==> src/rtl/mem_bus_responder.sv <==
// Memory-side responder: takes one read/write strobe at a time from the sequencer,
// runs a wait-stated SRAM access, and returns a one-cycle read-valid or write-done pulse.
module mem_bus_responder #(
  parameter int ADDR_WIDTH     = 16,
  parameter int DATA_WIDTH     = 8,
  parameter int WAIT_STATES    = 2,
  parameter int WAIT_CNT_WIDTH = 4
) (
  input  logic                  i_clk,
  input  logic                  i_reset_n,
  input  logic                  i_rd_mem,
  input  logic                  i_wr_mem,
  input  logic [ADDR_WIDTH-1:0] i_addr,
  input  logic [DATA_WIDTH-1:0] i_wr_data,
  output logic [DATA_WIDTH-1:0] o_rd_data,
  output logic                  o_rd_valid,
  output logic                  o_wr_done,
  output logic                  o_busy,
  output logic                  o_conflict,
  output logic [ADDR_WIDTH-1:0] o_mem_addr,
  output logic [DATA_WIDTH-1:0] o_mem_wdata,
  output logic                  o_mem_re,
  output logic                  o_mem_we,
  input  logic [DATA_WIDTH-1:0] i_mem_rdata,
  output logic [1:0]            o_dbg_state
);

  // Handshake: a strobe (i_rd_mem/i_wr_mem) is a request only while o_busy is low;
  // strobes seen while o_busy is high are dropped, never queued. Write wins a tie.
  typedef enum logic [1:0] {
    IDLE   = 2'd0,
    ACCESS = 2'd1,
    DONE   = 2'd2
  } state_e;

  localparam logic [WAIT_CNT_WIDTH-1:0] WAIT_LOAD = WAIT_CNT_WIDTH'(WAIT_STATES);

  state_e                    state_q, state_d;
  logic [WAIT_CNT_WIDTH-1:0] cnt_q;
  logic [ADDR_WIDTH-1:0]     addr_q;
  logic [DATA_WIDTH-1:0]     wdata_q;
  logic                      op_wr_q;
  logic                      conflict_q;
  logic [DATA_WIDTH-1:0]     rd_data_q;
  logic                      req;
  logic                      last_access;

  assign req         = i_rd_mem | i_wr_mem;
  assign last_access = (state_q == ACCESS) && (cnt_q == '0);

  always_ff @(posedge i_clk) begin
    if (!i_reset_n) begin
      state_q <= IDLE;
    end else begin
      state_q <= state_d;
    end
  end

  always_comb begin
    state_d = state_q;
    case (state_q)
      IDLE:    if (req) state_d = ACCESS;
      ACCESS:  if (cnt_q == '0) state_d = DONE;
      DONE:    state_d = IDLE;
      default: state_d = IDLE;
    endcase
  end

  always_ff @(posedge i_clk) begin
    if (!i_reset_n) begin
      cnt_q      <= '0;
      addr_q     <= '0;
      wdata_q    <= '0;
      op_wr_q    <= 1'b0;
      conflict_q <= 1'b0;
      rd_data_q  <= '0;
    end else begin
      conflict_q <= 1'b0;
      if (state_q == IDLE && req) begin
        addr_q     <= i_addr;
        wdata_q    <= i_wr_data;
        op_wr_q    <= i_wr_mem;
        cnt_q      <= WAIT_LOAD;
        conflict_q <= i_rd_mem & i_wr_mem;
      end else if (state_q == ACCESS && cnt_q != '0) begin
        cnt_q <= cnt_q - WAIT_CNT_WIDTH'(1);
      end
      // Read data is only guaranteed by the SRAM on the final access cycle.
      if (last_access && !op_wr_q) begin
        rd_data_q <= i_mem_rdata;
      end
    end
  end

  always_comb begin
    o_mem_re   = 1'b0;
    o_mem_we   = 1'b0;
    o_rd_valid = 1'b0;
    o_wr_done  = 1'b0;
    case (state_q)
      ACCESS: begin
        o_mem_re = !op_wr_q;
        o_mem_we = op_wr_q && (cnt_q == '0);
      end
      DONE: begin
        o_rd_valid = !op_wr_q;
        o_wr_done  = op_wr_q;
      end
      default: ;
    endcase
  end

  assign o_busy      = (state_q != IDLE);
  assign o_conflict  = conflict_q;
  assign o_rd_data   = rd_data_q;
  assign o_mem_addr  = addr_q;
  assign o_mem_wdata = wdata_q;
  assign o_dbg_state = state_q;

endmodule

==> config.mk <==
export PLATFORM = sky130hd
export DESIGN_NAME = mem_bus_responder
export DESIGN_NICKNAME = d
export VERILOG_FILES = /design/src/rtl/mem_bus_responder.sv
export SDC_FILE = /design/constraint.sdc
export NUM_CORES = 1
export LEC_CHECK = 0
export BUFFER_PORTS_ARGS = -buffer_cell sky130_fd_sc_hd__buf_2
export CORE_MARGIN = 8
export CORE_UTILIZATION = 44
export CTS_CLUSTER_DIAMETER = 30
export DETAILED_ROUTE_END_ITERATION = 10
export PLACE_DENSITY = 0.85
export SLEW_MARGIN = 20
export SYNTH_ARGS = -nofsm -noshare
export SYNTH_HDL_FRONTEND = slang
export SYNTH_SLANG_ARGS = --single-unit
==> constraint.sdc <==
create_clock -name i_clk -period 1.8 [get_ports i_clk]
set_input_delay 0.36 -clock i_clk [delete_from_list [all_inputs] [get_ports i_clk]]
set_output_delay 0.36 -clock i_clk [all_outputs]
set_load 0.1 [all_outputs]
==> results.yml <==
final_layout:
  fill_cells: 276
  stdcell_count: 269
  layout.cells.most_common_list: "buf_2 (72), dfxtp_1 (35), a22o_1 (24)"
  syn_to_final_growth_pct: 42.8
  nNetsFinal: 259
  ff_latch_area_um2: 812
  layout_commonest_cell: "buf_2"
  drive_above_1_share: 0.507
  finish.utilization: 0.643
  multi_input_area_um2: 638
  stdcell_area_um2: 2110
  diodes: 0
floorplanning:
  io_pins: 76
  core_um2: 3280
  die_h_um: 74.0
  rows: 21
  die_w_um: 74.0
  die_area_um2: 5470
  start_util: 0.450
worst_setup_path:
  worstPathMaxFanout: 2
  startpoint: "cnt_q[0]"
  reg2reg_setup_slack_ps: 130
  crit_end: "o_mem_we"
  cp-start-kind: "register"
  critical_path_class: "register to output pin"
  r2r_start: "cnt_q[0]"
  worstSetupEndpointType: "output pin"
  crit_required_ps: 1440
  r2r-end: "cnt_q[3]"
  worstPathArrival_ps: 1440
  reg2regPathDepth: 6
place:
  post-dp-hpwl_mm: 2.75
  numPlacedInstances: 255
  postPlaceCellArea_um2: 1940
  numPortBuffers: 75
  routabilityCongestion: 0.749
clock_tree:
  ctsHoldBuffers: 0
  cts-buffers-inserted: 5
  htreeDepth: 2
  clockRootBuffer: "clkbuf_4"
  clockBufferDepth: 2
  path_clk_slew_ps: 130
  cts_tree: "yes"
  numClockSinks: 40
  insertion_delay_ps: 350
global_routing:
  grt.overflow.total: 0
  grt_pass1_wl_mm: 5.84
  grt_pass1_vias: 1295
  grt_max_degree: 27
  antenna_found_initial: 0
  track_usage: 0.139
route:
  drtPass1Iterations: 4
  viasPerCell: 5.08
  wl_per_cell_um: 14.5
  drt_iter0_markers: 41
  ant_nets: 0
  wirelength_mm: 3.89
  route.detailed.drc: 0
  vias: 1367
synth:
  synth_top_family_by_area: "compound AO/OA/AOI/OAI gates"
  yosys.area_share.xor_xnor: 0
  yosys.area_share.simple: 0.123
  synth_seq_cells: 40
  synth-compound-area-share: 0.263
  synth_nets: 174
  synthAdderAreaFrac: 0.00846
  seq_area_frac_synth: 0.541
  syn_avg_cell_area_um2: 10.8
  synthCells: 137
  syn_area_um2: 1480
  synth_mux_area_frac: 0
  yosysWarningCount: 0
  synthDistinctLibCells: 32
run:
  drv_cap: 0
power:
  p_total_w: 0.00293
  leakage_nw: 1.04
  peakVddDrop_uv: 757
  power.density_nw_per_um2: 1390
timing:
  finalMaxSlewViolations: 0
  fin_crit_ps: 1800
  final-hold-violation-count: 0
  worst_pin_slew_ps: 832
  rsz0062_at_grt: "true"
  max_clock_freq_mhz: 556
  finalCritPeriodShare: 1.00
  setup_viol: 0
  maxSlewHeadroom: 0.443
  fin_worst_skew_ps: 12.3
hold_path:
  min_path_type: "primary input to register"
outcome:
  outcome: "finished, final reports clean"
through the flow:
stage | setup slack, ps | TNS (ps) | hold WS, ps
6_report | 0.0596 | 0 | 206
5_1_grt | -94.1 | -96.3 | 172
4_1_cts | -32.1 | -32.1 | 184
3_5_place_dp | 111 | 0 | 458
3_3_place_gp | 138 | 0 | 455
2_1_floorplan | -8.68 | -8.68 | 469
per-layer routing:
layer	share of wire	routed length, µm	global-route usage
met5	0	0	0
met1	0.42	1630	0.162
met4	0.012	46	0.0599
met2	0.46	1790	0.213
met3	0.11	431	0.0674
layout make-up:
class,instances,share of cell area
well taps,46,0.0273
multi-input cells,82,0.302
inverters,7,0.0148
clock buffers,5,0.0178
repair buffers,86,0.232
clock inverters,3,0.0213
flip-flops and latches,40,0.384
power by group:
part | internal, W | switching, W | leakage, nW
combinational | 0.000290 | 0.000985 | 0.660
sequential | 0.000987 | 0.0000609 | 0.331
clock | 0.000298 | 0.000305 | 0.0461
critical path, cell delays in order, from the launching register on:
cell	delay, ps
dfxtp_2	350
inv_2	70
ha_4	120
nor3b_4	170
and3_4	210
buf_12	170
synthesized netlist by cell type (all sizes together):
cell type | n | area (µm²)
clkinv | 1 | 5.00
a21boi | 12 | 90.1
and3b | 1 | 8.76
and3 | 3 | 18.8
nor2b | 1 | 6.26
inv | 6 | 22.5
a22o | 24 | 210
buf | 8 | 63.8
clkbuf | 1 | 3.75
nor3 | 1 | 5.00
or4 | 1 | 7.51
a21o | 1 | 7.51
or3b | 2 | 17.5
o21ai | 11 | 55.1
ha | 1 | 12.5
nand2b | 1 | 6.26
nor2 | 4 | 17.5
o311a | 1 | 10.0
dfxtp | 40 | 801
a31o | 1 | 8.76
nand4 | 1 | 6.26
nand3 | 10 | 50.1
o21a | 1 | 7.51
nor3b | 3 | 33.8
nand2 | 1 | 3.75
cell families (layout without fill, tap and decap cells):
kind of cell    count (synthesis)  in the layout
buf+inv                        16            101
flops                          40             40
fa+ha+maj                       1              1
simple gates                   29             30
compound gates                 51             51
worst min-delay path by stage:
| stage | start | end | slack, ps | cells past startpoint |
|---|---|---|---|---|
| floorplan | cnt_q[0] | cnt_q[0] | 470 | 2 |
| global route | i_addr[3] | o_mem_addr[3] | 170 | 2 |
| CTS | i_addr[1] | o_mem_addr[1] | 180 | 2 |
| detailed placement | o_mem_addr[15] | o_mem_addr[15] | 460 | 1 |
| global placement | o_mem_addr[14] | o_mem_addr[14] | 460 | 1 |
| finish | i_addr[0] | o_mem_addr[0] | 210 | 2 |
repair_timing:
item                                    CTS  global route
pin swaps                                 1             2
cloned                                    0             1
endpoints found under the setup margin    2            20
setup buffers                             4             1
hold endpoints to repair                  0             0
gates resized for setup                  11             1
sequential cells by signal (all words and copies together) (netlist names):
register     flops
o_conflict       1
o_mem_wdata      8
o_mem_addr      16
op_wr_q          1
cnt_q            4
o_rd_data        8
o_dbg_state      2
No activity file was read; power rests on OpenSTA's default activity.
